<file path="config.mk">
export PLATFORM = sky130hd
export DESIGN_NAME = gdiv_ctrl
export DESIGN_NICKNAME = d
export VERILOG_FILES = /design/src/rtl/gdiv_pkg.sv /design/src/rtl/gdiv_ctrl.sv
export SDC_FILE = /design/constraint.sdc
export NUM_CORES = 1
export LEC_CHECK = 0
export CAP_MARGIN = 10
export CORE_AREA = 2 2 39 41
export CTS_BUF_LIST = sky130_fd_sc_hd__clkbuf_16
export DETAILED_ROUTE_END_ITERATION = 12
export DIE_AREA = 0 0 41 43
export GPL_TIMING_DRIVEN = 0
export PLACE_DENSITY = 0.66
export SETUP_SLACK_MARGIN = 0.4
export SLEW_MARGIN = 30
export SYNTH_ARGS = -nofsm -noshare
export SYNTH_HDL_FRONTEND = slang
export SYNTH_SLANG_ARGS = --single-unit
</file>
<file path="constraint.sdc">
create_clock -name clk -period 1.4 [get_ports clk]
set_input_delay 0.21 -clock clk [delete_from_list [all_inputs] [get_ports clk]]
set_output_delay 0.21 -clock clk [all_outputs]
set_load 0.005 [all_outputs]
</file>
<file path="src/rtl/gdiv_pkg.sv">
// Shared types for the Goldschmidt divider control path:
// FSM states, multiplier select codes and the steering bundle.
package gdiv_pkg;

    typedef enum logic [3:0] {
        S_IDLE,
        S_CAP,
        S_INITQ,
        S_INITD,
        S_INITK,
        S_MULQ,
        S_MULD,
        S_MULK,
        S_DONE
    } gdiv_state_t;

    localparam logic [2:0] MA_N = 3'd0;
    localparam logic [2:0] MA_D = 3'd1;
    localparam logic [2:0] MA_A = 3'd2;
    localparam logic [2:0] MA_B = 3'd3;

    localparam logic [1:0] MB_K0  = 2'd0;
    localparam logic [1:0] MB_K   = 2'd1;
    localparam logic [1:0] MB_ONE = 2'd2;

    typedef struct packed {
        logic       sn;
        logic       sd;
        logic [2:0] ma;
        logic [1:0] mb;
        logic       ms;
        logic       la;
        logic       lb;
        logic       lk;
    } ctrl_t;

endpackage

</file>
<file path="src/rtl/gdiv_ctrl.sv">
// Goldschmidt divider sequencer: seed, ITERS refinement passes, done.
// Optional divide-by-zero early exit under GDIV_ZERO_DET_EN.
module gdiv_ctrl
    import gdiv_pkg::*;
#(
    parameter int ITERS = 3
) (
    input  logic       clk,
    input  logic       rst_n,
    input  logic       start,
    input  logic       d_zero,
    output logic       Sn,
    output logic       Sd,
    output logic [2:0] Ma,
    output logic [1:0] Mb,
    output logic       Ms,
    output logic       La,
    output logic       Lb,
    output logic       Lk,
    output logic       busy,
    output logic       done,
    output logic       dz
);

    localparam int CW = $clog2(ITERS + 1);
    localparam logic [CW-1:0] LAST = CW'(ITERS - 1);

    gdiv_state_t   state, nxt;
    logic [CW-1:0] cnt;
    ctrl_t         c;
    logic          zero_exit;

`ifdef GDIV_ZERO_DET_EN
    logic dz_q;

    assign zero_exit = d_zero;

    always_ff @(posedge clk) begin
        if (!rst_n) begin
            dz_q <= 1'b0;
        end else if (state == S_IDLE && start) begin
            dz_q <= 1'b0;
        end else if (state == S_CAP && d_zero) begin
            dz_q <= 1'b1;
        end
    end

    // Flag is held internally but only presented alongside done
    assign dz = dz_q && (state == S_DONE);
`else
    logic unused_d_zero;

    assign unused_d_zero = d_zero;
    assign zero_exit     = 1'b0;
    assign dz            = 1'b0;
`endif

    always_ff @(posedge clk) begin
        if (!rst_n) begin
            state <= S_IDLE;
            cnt   <= '0;
        end else begin
            state <= nxt;
            if (state == S_IDLE && start) begin
                cnt <= '0;
            end else if (state == S_MULK) begin
                cnt <= cnt + 1'b1;
            end
        end
    end

    always_comb begin
        nxt  = state;
        c    = '0;
        busy = 1'b1;
        done = 1'b0;
        unique case (state)
            S_IDLE: begin
                busy = 1'b0;
                if (start) nxt = S_CAP;
            end
            S_CAP: begin
                c.sn = 1'b1;
                c.sd = 1'b1;
                nxt  = zero_exit ? S_DONE : S_INITQ;
            end
            S_INITQ: begin
                c.ma = MA_N;
                c.mb = MB_K0;
                c.la = 1'b1;
                nxt  = S_INITD;
            end
            S_INITD: begin
                c.ma = MA_D;
                c.mb = MB_K0;
                c.lb = 1'b1;
                nxt  = S_INITK;
            end
            S_INITK: begin
                c.ms = 1'b1;
                c.lk = 1'b1;
                nxt  = S_MULQ;
            end
            S_MULQ: begin
                c.ma = MA_A;
                c.mb = MB_K;
                c.la = 1'b1;
                nxt  = S_MULD;
            end
            S_MULD: begin
                c.ma = MA_B;
                c.mb = MB_K;
                c.lb = 1'b1;
                // Final pass needs no new K, so it skips MULK
                nxt  = (cnt < LAST) ? S_MULK : S_DONE;
            end
            S_MULK: begin
                c.ms = 1'b1;
                c.lk = 1'b1;
                nxt  = S_MULQ;
            end
            S_DONE: begin
                done = 1'b1;
                nxt  = S_IDLE;
            end
            default: begin
                busy = 1'b0;
                nxt  = S_IDLE;
            end
        endcase
    end

    assign Sn = c.sn;
    assign Sd = c.sd;
    assign Ma = c.ma;
    assign Mb = c.mb;
    assign Ms = c.ms;
    assign La = c.la;
    assign Lb = c.lb;
    assign Lk = c.lk;

endmodule

</file>
# Word level (Yosys, flattened, before mapping)
# Index checks and enable logic that the tools add are counted.
# classes
addsub	1
multipliers	0
n_div	0
magnitude_cmp	1
n_eq_ne	9
n_shift	0
mux	10
bitwise	1
n_reduce_logical	7
# ops
operator	n
case mux 4 bit (7 select lines)	1
equality test 4 x 3 -> 1 bit (second input constant)	4
case mux 4 bit (3 select lines)	1
equality test 4 x 2 -> 1 bit (second input constant)	2
2-to-1 mux 4 bit	2
OR reduction 2 bit	4
OR reduction 8 bit	1
2-to-1 mux 1 bit	5
equality test 4 x 1 -> 1 bit (second input constant)	1
equality test 4 bit (second input constant)	1
zero test 4 bit	1
adder 2 x 1 -> 2 bit (second input constant)	1
< comparator 2 bit (second input constant)	1
2-to-1 mux 2 bit	1
inequality test 2 bit (second input constant)	1
logical AND 1 bit	1
NOT 1 bit	1
# totals
reg_bits	6
latch_bits	0
mem_bits_rw	0
rom_bits	0
in_bits	4
out_inout_bits	14
wordCells	31
n_memories	0

# Depth between registers and ports, before layout
# Gate-level depths: netlist of the first run.
# depth
word_depth	3
mapped_depth	5
depth_no_buf	3

# Worst setup path before layout of the first run
# OpenSTA, ideal clock, no wires.
# synth_timing
kind	reg2out
start	register state[0]
end	output Sn
t_arrival_ps	1135
required_time_ps	1190
path_slack_ps	55
path_stages_with_launch	5
path_buffers	2
path_cell_list	dfxtp_1 > buf_6 > nor2b_1 > nor3b_1 > buf_4
# synth_between
elab_chain_len	2
# synth_rtl
item	line_no	source
from (decl)	gdiv_ctrl.sv:28	gdiv_state_t state, nxt;
from (signal assigned)	gdiv_ctrl.sv:63	state <= nxt;
equality test 4 x 1 -> 1 bit	gdiv_ctrl.sv:77	unique case (state)
2-to-1 mux 2 bit	gdiv_ctrl.sv:77	
to (decl)	gdiv_ctrl.sv:12	output logic Sn,
# No other way between the ends.

# Final worst setup path of the first run
# layout_timing
start	register state[2]
end	output Ms
# layout_between
elab_chain_len	3
word_cells_on_any_way	4
classes_between	eq/ne (2); mux (1); reduce/logical (1)
# layout_rtl
item	line_no	source
equality test 4 x 3 -> 1 bit	gdiv_ctrl.sv:77	
OR reduction 2 bit (no source line) *	--	
2-to-1 mux 1 bit *	gdiv_ctrl.sv:77	
to (decl)	gdiv_ctrl.sv:16	output logic Ms,
# Mark *: on every way between the ends. The rest lies on a longest branch, timed or not.

==> metrics.md, run 1 <==
| Metric | Value |
|---|---|
| Number of max-cap violations | 0 |
| Clock root buffer master | clkbuf_16 |
| Hold path startpoint | cnt[1] |
| Power density cells | 937 nW/um^2 |
| Fin crit period | 1.63 ns |
| Initial standard-cell utilization of the core | 33.3% |
| Fin. Hold Viols | 0 |
| Number of port buffers | 13 |
| Number of antenna violations at the first check in global routing | 0 |
| Worst Setup End Kind | output port |
| Startpoint of the most critical register-to-register path | state[0] |
| Area of the die | 1760 sq um |
| Placeable core area | 1380 sq um |
| Final Setup Violations | 15 |
| Cell breakdown of the critical path | buf_8 -> or2b_1 -> buf_6 -> nor3_4 -> buf_4 -> buf_6 |
| Sequential share of the synthesized area | 26.1% |
| Final core utilization | 67.5% |
| Top-Level Pins | 18 |
| Vias | 504 |
| Area overhead of the layout relative to synthesis | 103% |
| Run status | finished, violations left |
| Worst EP required | 1.19 ns |
| Buffers and inverters on the worst path | 4 |
| Clock sink count | 6 |
| Share of the synthesized area in the top cell type | 26.1% |
| Worst-Skew Late Latency | 0.23 ns |
| Period Utilization, post-route | 116% |
| Horizontal die dimension | 41 microns |
| TritonCTS clock tree | done |
| Setup repair after global routing missed its margin | yes |
| Clock transition at the registers of the reported paths | 0.03 ns |
| Crit path DAT | 1.42 ns |
| Commonest cells in the netlist | buf_4, nor2_1, dfxtp_1 |
| Worst R2R Path Depth | 6 |
| Slowest cell delay on critical path | 0.33 ns |
| Number of inserted diodes | 0 |
| ANT nets after route | 0 |
| Number of global-route vias before repair | 446 |
| Most common cell on crit path | buf_6 |
| Vias per std cell | 4.71 |
| Static Leak | 0.450 nW |
| Detailed-router iteration count before antenna repair | 4 |
| Type of the tightest min-delay check | flop to flop |
| Mean instance size in the synthesized netlist | 8.53 sq um |
| Half-perimeter wire length of the detailed placement result | 638 microns |
| Residual DRC count | 0 |
| Flip-flop and latch count after synthesis | 6 |
| Number of warning messages in the yosys log | 0 |
| Worst Hold End | state[3] |
| Reg2Reg Setup Slack | -0.05 ns |
| WL per Instance | 12.5 microns |
| Critical Setup Path Class | flop to output port |
| Startpoint Class | flop |
| CP Max Fanout | 3 |
| Wirelength, routed | 1330 microns |
| Unique cell type count in the Yosys netlist | 25 |
| Primary flip-flop cell chosen by synthesis mapping | dfxtp_1 |
| Syn Inst Count | 54 |
| Highest Clock Rate | 0.613 GHz |
| First-pass GRT wire length | 1850 microns |
| Worst path slowest cell | dfxtp_2 |
| Area contributors post-synth | dfxtp_1, buf_4, buf_6 |
| Pin count of the biggest net entering global routing | 11 |
| Worst Slack Setup Final | -0.230 ns |
| CTS buffer count | 3 |
| Number of buffers on the longest clock path | 2 |
| Rows | 14 |
| Post-layout net count | 97 |
| Synth area leader | dfxtp_1 |
| Deepest level of the CTS H-tree | 1 |
| Total gr overflow | 0 |
| Hold slack final | 0.537 ns |
| Share of post-route cells with drive strength above 1 | 65.9% |
| Weighted congestion reported at the end of routability-driven placement | 0.703 |
| Total global-route track usage | 15.8% |
| Number of DRC markers in iteration 0 | 2 |
| Die H | 43 microns |
| Violated checks | setup timing |
| Cell count of the worst hold path | 2 |
| Number of max-slew violations in the final report | 0 |
| Dominant delay contributor by cell family on the critical path | buffers and inverters |
| Total design power | 0.000876 W |
| Async set-or-reset flop fraction in the synthesized netlist | 0% |
| Endpoint of the worst register-to-register path | state[0] |
| Post-Route Skew | 0.00126 ns |
| Area of the mapped netlist | 460 sq um |
| Number of synthesized flops with an enable pin | 0 |
| Worst ir drop on vdd | 867 uV |
| Post-Place Setup Slack | -0.280 ns |
sequential cells by signal (all words and copies together) (netlist names):
register  flops
cnt           2
state         4
placed cells by master (no fill, tap or decap), types with 2 or more instances in the layout:
| master | synthesis | final |
|---|---|---|
| buf_2 | 0 | 8 |
| buf_4 | 7 | 16 |
| buf_6 | 3 | 15 |
| clkbuf_16 | 0 | 3 |
| clkdlybuf4s50_1 | 0 | 2 |
| conb_1 | 1 | 3 |
| dfxtp_1 | 6 | 4 |
| dfxtp_2 | 0 | 2 |
| nand2_1 | 2 | 2 |
| nor2_1 | 7 | 5 |
| nor2b_4 | 0 | 2 |
| nor3_4 | 0 | 2 |
| nor3b_2 | 0 | 2 |
| o21ai_4 | 0 | 2 |
| xnor2_1 | 3 | 2 |
how the worst max path moves through the flow:
stage / start / end / slack (ns) / cells after the start
2_1_floorplan: state[2] / Ms / 0.20 / 4
3_3_place_gp: state[2] / Ms / -0.28 / 5
3_5_place_dp: state[2] / Ms / -0.28 / 5
4_1_cts: state[2] / Ms / -0.21 / 6
5_1_grt: state[2] / Ms / -0.28 / 6
6_report: state[2] / Ms / -0.23 / 6
per-stage QoR:
stage | std cells | instance area [sq um] | TNS (ns)
floorplan | 56 | 504 | 0
global placement | 85 | 654 | -2.03
detailed placement | 85 | 654 | -2.03
CTS | 101 | 850 | -0.723
global route | 107 | 935 | -2.13
finish | 107 | 935 | -1.33
layout make-up:
| class | instances | area, sq um |
|---|---|---|
| plain buffers | 10 | 97.6 |
| clock buffers | 3 | 75.1 |
| fillers | 116 | 449 |
| inverters | 1 | 3.75 |
| multi-input cells | 39 | 349 |
| flip-flops and latches | 6 | 123 |
| well taps | 16 | 20.0 |
| repair buffers | 32 | 267 |
cell families after synthesis:
logic type	synth area share, %
muxes	2.17
other	0.814
DFF	26.1
and+or+nand+nor	34.5
AOI/OAI and AO/OA	11.1
buffers and inverters	19.6
xor gates and xnor gates	5.71
worst reg2reg max path: cells and delay by family (launching register included):
family,cells,cell delay (ns)
AO/OA/AOI/OAI,1,0.19
buffers and inverters,3,0.34
flip-flops,1,0.30
AND/OR/NAND/NOR,2,0.49
timing repair:
action,CTS,global route
hold buffers,0,0
gates resized for setup,57,10
pin swaps,6,10
endpoints found under the setup margin,17,17
buffers inserted,13,6
report_power, final:
group | switching, W | internal (W)
Sequential | 0.00000254 | 0.000179
Clock | 0.0000937 | 0.000366
Combinational | 0.000100 | 0.000134
Total | 0.000196 | 0.000679
per-layer routing:
layer / GRT usage, % / up-vias / part of all wire, % / wire length, microns
met4: 10.0 / 0 / 3.0 / 40
met1: 14.6 / 235 / 36 / 478
li1: - / 244 / - / -
met5: 0 / - / 0 / 0
met3: 3.66 / 5 / 6.9 / 92
met2: 28.1 / 20 / 54 / 721
No activity file was read; power rests on OpenSTA's default activity.
==> run 2, diff against run 1 <==
--- a/config.mk
+++ b/config.mk
@@ -10,10 +10,10 @@
 export CTS_BUF_LIST = sky130_fd_sc_hd__clkbuf_16
 export DETAILED_ROUTE_END_ITERATION = 12
 export DIE_AREA = 0 0 41 43
+export DONT_BUFFER_PORTS = 1
 export GPL_TIMING_DRIVEN = 0
-export PLACE_DENSITY = 0.66
 export SETUP_SLACK_MARGIN = 0.4
-export SLEW_MARGIN = 30
+export SLEW_MARGIN = 10
 export SYNTH_ARGS = -nofsm -noshare
 export SYNTH_HDL_FRONTEND = slang
 export SYNTH_SLANG_ARGS = --single-unit
==> run 2 against run 1 <==
Compared with the run above: the run still ends with setup timing left; flip-flop and latch count unchanged; clock power about the same; register-to-register slack improved by 0.12 ns; non-clock buffer count decreased by 22; clock skew about the same; power decreased by 6.4%; first-iteration DRC count decreased by 50%; via count decreased by 22%; final cell count decreased by 21%; global-route usage decreased by 4.5 points; sequential share of layout area increased by 2.9 points; critical endpoint is now Sn; largest power group unchanged.
==> metrics.md, run 2 (synthesis results as in run 1) <==
| Metric | Value |
|---|---|
| Crit path depth | 4 (was 6) |
| Violated checks | setup timing (unchanged) |
| Reg2Reg Setup Slack | 0.07 ns (was -0.05 ns) |
| Power spent charging and discharging nets | 0.000172 W (was 0.000196 W) |
| CTS buffer count | 3 (unchanged) |
| Period Utilization, post-route | 103% (was 116%) |
| Number of port buffers | 0 (was 13) |
| Number of buffers on the longest clock path | 2 (unchanged) |
| Clock root buffer master | clkbuf_16 (unchanged) |
| Worst R2R Path Depth | 5 (was 6) |
| Number of antenna violations at the first check in global routing | 0 (unchanged) |
| Residual DRC count | 0 (unchanged) |
| ANT nets after route | 0 (unchanged) |
| Flip-flop count of the largest register after layout | 4 (unchanged) |
| Total negative slack | -0.103 ns (was -1.33 ns) |
| Run status | finished, violations left (unchanged) |
| Horizontal die dimension | 41 microns (unchanged) |
| Top-Level Pins | 18 (unchanged) |
| Number of DRC markers in iteration 0 | 1 (was 2) |
| Worst ir drop on vdd | 614 uV (was 867 uV) |
| Portion of total power attributed to the clock network | 56.0% (was 52.5%) |
| Half-perimeter wire length of the detailed placement result | 572 microns (was 638 microns) |
| Multi-input gate area in the final layout | 350 sq um (was 349 sq um) |
| Rows | 14 (unchanged) |
| Setup repair after global routing missed its margin | yes (unchanged) |
| Share of post-route cells with drive strength above 1 | 59.4% (was 65.9%) |
| WL per Instance | 11.4 microns (was 12.5 microns) |
| Highest Clock Rate | 0.695 GHz (was 0.613 GHz) |
| Vias per std cell | 4.64 (was 4.71) |
| Cell breakdown of the critical path | buf_6 -> nor2b_4 -> nor3b_4 -> buf_4 (was buf_8 -> or2b_1 -> buf_6 -> nor3_4 -> buf_4 -> buf_6) |
| Worst Setup End Kind | output port (unchanged) |
| Sequential fraction of design power | 22.1% (was 20.7%) |
| Most frequent standard cell in the layout excluding fill and tap cells | buf_4 (unchanged) |
| TritonCTS clock tree | done (unchanged) |
| Switch share | 21.0% (was 22.4%) |
| Share of total power in combinational logic | 21.9% (was 26.8%) |
| Top library cells by usage in the layout, fill and taps aside | buf_4, buf_6, nor2_1, dfxtp_1 (was buf_4, buf_6, buf_2, nor2_1, dfxtp_1) |
| Cell count of the worst hold path | 2 (unchanged) |
| Post-placement cell count | 72 (was 85) |
| Worst path slowest cell | dfxtp_2 (unchanged) |
| Number of global-route vias before repair | 326 (was 446) |
| Detailed-router iteration count before antenna repair | 2 (was 4) |
| Wirelength, routed | 970 microns (was 1330 microns) |
| Most flops, register | state (unchanged) |
| Dominant delay contributor by cell family on the critical path | simple AND/OR/NAND/NOR gates (was buffers and inverters) |
| CP Max Fanout | 5 (was 3) |
| Fin. Hold Viols | 0 (unchanged) |
| Worst-Skew Late Latency | 0.22 ns (was 0.23 ns) |
| Worst Slack Setup Final | -0.0388 ns (was -0.230 ns) |
| Total of hold buffers inserted after clock tree synthesis | 0 (unchanged) |
| Number of max-slew violations in the final report | 0 (unchanged) |
| Slowest cell delay on critical path | 0.31 ns (was 0.33 ns) |
| Post-layout net count | 75 (was 97) |
| Vias | 394 (was 504) |
| Die H | 43 microns (unchanged) |
| Area of the die | 1760 sq um (unchanged) |
| Register area | 123 sq um (unchanged) |
| Registers with the most flip-flops | state: 4 flops, cnt: 2 flops (unchanged) |
| Worst EP required | 1.19 ns (about the same) |
| Deepest level of the CTS H-tree | 1 (unchanged) |
| Total global-route track usage | 11.3% (was 15.8%) |
| Power density cells | 1070 nW/um^2 (was 937 nW/um^2) |
| Placeable core area | 1380 sq um (unchanged) |
| Finished Layout Cells | 85 (was 107) |
| Total gr overflow | 0 (unchanged) |
| Post-Place Setup Slack | 0.142 ns (was -0.280 ns) |
| Clock transition at the registers of the reported paths | 0.03 ns (about the same) |
| Post-Route Skew | 0.000954 ns (was 0.00126 ns) |
| Pin count of the biggest net entering global routing | 11 (unchanged) |
| Critical Setup Path Class | flop to output port (unchanged) |
| Startpoint Class | flop (unchanged) |
| Area overhead of the layout relative to synthesis | 66.0% (was 103%) |
| Weighted congestion reported at the end of routability-driven placement | 0.643 (was 0.703) |
| Filler instances | 137 (was 116) |
| Final Setup Violations | 3 (was 15) |
| Number of inserted diodes | 0 (unchanged) |
| Internal portion of total power | 0.000647 W (was 0.000679 W) |
| Initial standard-cell utilization of the core | 33.3% (unchanged) |
| Buffers and inverters on the worst path | 2 (was 4) |
| First-pass GRT wire length | 1330 microns (was 1850 microns) |
| Type of the tightest min-delay check | primary input to flop (was flop to flop) |
| Clock sink count | 6 (unchanged) |
| Static Leak | 0.337 nW (was 0.450 nW) |
| Number of max-cap violations | 0 (unchanged) |
| Fin crit period | 1.44 ns (was 1.63 ns) |
| Crit path DAT | 1.23 ns (was 1.42 ns) |
## run 2: power by group through the flow
stage               registers (W)  logic [W]  clock network (W)
global route             0.000182   0.000195           0.000478
CTS                      0.000181   0.000136           0.000469
detailed placement       0.000182   0.000117                  0
finish                   0.000181   0.000179           0.000459
floorplan                0.000182   0.000106                  0
global placement         0.000183   0.000117                  0
## run 2: cell type report
class / instances / area share (%)
Buffer: 10 / 11.8
Clock buffer: 3 / 9.82
Inverter: 1 / 0.491
Multi-Input combinational cell: 39 / 45.8
Sequential cell: 6 / 16.0
Tap cell: 16 / 2.62
Timing Repair Buffer: 10 / 13.4
## run 2: timing repair
| item | 4_1_cts | 5_1_grt |
|---|---|---|
| pin swaps | 3 | 4 |
| cloned | 0 | 0 |
| buffers inserted | 5 | 5 |
| resized for setup | 8 | 7 |
| endpoints found under the setup margin | 17 | 17 |
## run 2: path summary, 6_finish.rpt
| kind | from | to |
|---|---|---|
| max reg2reg | state[0] | state[0] |
| min | rst_n | cnt[1] |
| max | state[0] | Sn |
| min reg2reg | cnt[1] | state[3] |
## run 2: routing by layer
layer / part of all wire [%] / GRT usage (%) / vias up
met2: 57 / 19.1 / 12
li1: - / - / 201
met5: 0 / 0 / -
met3: 4.6 / 3.14 / 0
met4: 0 / 6.00 / 0
met1: 38 / 11.7 / 181
## run 2: through the flow
step	utilization, %	total power, W	instance area, sq um	hold WS [ns]
final	55.2	0.000819	764	0.108
after floorplan	-	0.000289	504	0.340
after CTS	48.8	0.000786	676	0.105
after detailed placement	37.9	0.000300	524	0.353
after global routing	55.2	0.000855	764	0.109
after global placement	37.9	0.000300	524	0.354
## run 2: worst reg2reg max path, stage by stage (launching register included)
cell,delay [ns]
dfxtp_2,0.31
buf_6,0.12
buf_6,0.13
or3_4,0.42
o21ai_4,0.18
nor3b_2,0.06
==> run 3, diff against run 2 <==
--- a/config.mk
+++ b/config.mk
@@ -12,6 +12,7 @@
 export DIE_AREA = 0 0 41 43
 export DONT_BUFFER_PORTS = 1
 export GPL_TIMING_DRIVEN = 0
+export RECOVER_POWER = 100
 export SETUP_SLACK_MARGIN = 0.4
 export SLEW_MARGIN = 10
 export SYNTH_ARGS = -nofsm -noshare
==> run 3 against run 2 <==
Compared with the run above: maximum frequency hardly changed; critical path depth unchanged; the flow still finishes with violations (setup timing); die area unchanged; critical path type unchanged; combinational power decreased by 6%; final cell count unchanged; clock power barely moved; register-to-register slack is essentially flat; critical endpoint unchanged; global-route usage is the same.
==> metrics.md, run 3 (synthesis results as in run 1) <==
| Metric | Value |
|---|---|
| Post-Place Setup Slack | 0.142 ns (unchanged) |
| Top-Level Pins | 18 (unchanged) |
| Share of post-route cells with drive strength above 1 | 59.4% (unchanged) |
| Clock transition at the registers of the reported paths | 0.03 ns (about the same) |
| Worst Slack Setup Final | -0.0389 ns (was -0.0388 ns) |
| Cell count of the worst hold path | 2 (unchanged) |
| Most flops, register | state (unchanged) |
| Number of DRC markers in iteration 0 | 1 (unchanged) |
| Fin crit period | 1.44 ns (about the same) |
| Clock sink count | 6 (unchanged) |
| CTS buffer count | 3 (unchanged) |
| Run status | finished, violations left (unchanged) |
| Static Leak | 0.332 nW (was 0.337 nW) |
| Rows | 14 (unchanged) |
| Worst Setup End Kind | output port (unchanged) |
| Number of buffers on the longest clock path | 2 (unchanged) |
| Post-placement cell count | 72 (unchanged) |
| Number of global-route vias before repair | 326 (unchanged) |
| Vias | 395 (was 394) |
| Horizontal die dimension | 41 microns (unchanged) |
| Register area | 123 sq um (unchanged) |
| Weighted congestion reported at the end of routability-driven placement | 0.643 (unchanged) |
| Area overhead of the layout relative to synthesis | 60.3% (was 66.0%) |
| Cell breakdown of the critical path | buf_6 -> nor2b_4 -> nor3b_4 -> buf_4 (unchanged) |
| Initial standard-cell utilization of the core | 33.3% (unchanged) |
| Setup repair after global routing missed its margin | yes (unchanged) |
| Total gr overflow | 0 (unchanged) |
| Power density cells | 1100 nW/um^2 (was 1070 nW/um^2) |
| Detailed-router iteration count before antenna repair | 2 (unchanged) |
| Worst ir drop on vdd | 614 uV (about the same) |
| Half-perimeter wire length of the detailed placement result | 572 microns (unchanged) |
| Die H | 43 microns (unchanged) |
| Type of the tightest min-delay check | primary input to flop (unchanged) |
| Number of inserted diodes | 0 (unchanged) |
| Post-Route Skew | 0.00103 ns (was 0.000954 ns) |
| Filler instances | 141 (was 137) |
| Area of the die | 1760 sq um (unchanged) |
| TritonCTS clock tree | done (unchanged) |
| Worst R2R Path Depth | 6 (was 5) |
| Final core utilization | 53.3% (was 55.2%) |
| Multi-input gate area in the final layout | 332 sq um (was 350 sq um) |
| Finished Layout Cells | 85 (unchanged) |
| Total design power | 0.000809 W (was 0.000819 W) |
| Crit path DAT | 1.23 ns (about the same) |
| Hold slack final | 0.121 ns (was 0.108 ns) |
| Registers with the most flip-flops | state: 4 flops, cnt: 2 flops (unchanged) |
| CP Max Fanout | 5 (unchanged) |
| Worst-Skew Late Latency | 0.22 ns (about the same) |
| Wirelength, routed | 968 microns (was 970 microns) |
| Number of port buffers | 0 (unchanged) |
| Top library cells by usage in the layout, fill and taps aside | buf_4, buf_6, nor2_1, dfxtp_1 (unchanged) |
| Highest Clock Rate | 0.695 GHz (about the same) |
| Clock root buffer master | clkbuf_16 (unchanged) |
| Pin count of the biggest net entering global routing | 11 (unchanged) |
| Number of antenna violations at the first check in global routing | 0 (unchanged) |
| First-pass GRT wire length | 1330 microns (unchanged) |
| Most frequent standard cell in the layout excluding fill and tap cells | buf_4 (unchanged) |
| Deepest level of the CTS H-tree | 1 (unchanged) |
| Startpoint Class | flop (unchanged) |
| Violated checks | setup timing (unchanged) |
| Fin. Hold Viols | 0 (unchanged) |
| Flip-flop count of the largest register after layout | 4 (unchanged) |
| Critical Setup Path Class | flop to output port (unchanged) |
| Vias per std cell | 4.65 (was 4.64) |
| Post-layout net count | 75 (unchanged) |
| Total of hold buffers inserted after clock tree synthesis | 0 (unchanged) |
| Placeable core area | 1380 sq um (unchanged) |
| Residual DRC count | 0 (unchanged) |
| Period Utilization, post-route | 103% (about the same) |
| WL per Instance | 11.4 microns (about the same) |
| Worst path slowest cell | dfxtp_2 (unchanged) |
| Worst EP required | 1.19 ns (about the same) |
| ANT nets after route | 0 (unchanged) |
| Slowest cell delay on critical path | 0.31 ns (about the same) |
| Final Setup Violations | 3 (unchanged) |
| Number of max-cap violations | 0 (unchanged) |
| Number of max-slew violations in the final report | 0 (unchanged) |
| Total global-route track usage | 11.3% (unchanged) |
[run 3: cell types whose count changed in the layout (fill, tap and decap cells not counted)]
cell	before	now
o21ai_2	0	1
xnor2_2	0	1
xnor2_4	1	0
o21ai_4	2	1
buf_4	12	13
buf_8	1	0
[run 3: cell type report]
cell class | count | area share (%)
buffer | 10 | 12.2
timing repair buffer | 10 | 12.9
sequential | 6 | 16.6
inverter | 1 | 0.508
multi-input combinational | 39 | 44.9
tap | 16 | 2.71
clock buffer | 3 | 10.2
[run 3: final timing paths]
kind	startpoint	endpoint	slack [ns]
max	state[0]	Sn	-0.04
min	rst_n	cnt[1]	0.12
max reg2reg	state[2]	cnt[1]	0.06
min reg2reg	cnt[1]	state[3]	0.54
[run 3: layer usage]
| metal | vias up | GRT usage, % | routed length, microns |
|---|---|---|---|
| met3 | 0 | 3.14 | 45 |
| li1 | 201 | - | - |
| met2 | 12 | 19.1 | 548 |
| met4 | 0 | 6.00 | 0 |
| met1 | 182 | 11.7 | 373 |
| met5 | - | 0 | 0 |
[run 3: what timing repair did]
item / CTS / global route
endpoints found under the setup margin: 17 / 17
pin swaps: 3 / 4
gates resized for setup: 8 / 7
buffers inserted: 5 / 5
[run 3: critical path: cells and delay by family (launching register included)]
kind | cells | cell delay (ns)
buffers and inverters | 2 | 0.25
and+or+nand+nor | 2 | 0.44
DFF | 1 | 0.31
[run 3: power breakdown]
group / internal, W / total (W) / switching, W
clock: 0.000366 / 0.000459 / 0.0000926
sequential: 0.000179 / 0.000181 / 0.00000269
combinational: 0.0000955 / 0.000168 / 0.0000728
[run 3: metrics by stage]
step / TNS (ns) / cell area (sq um)
after detailed placement: 0 / 524
after global routing: -0.530 / 738
after floorplan: 0 / 504
after CTS: -0.171 / 676
after global placement: 0 / 524
final: -0.0929 / 738
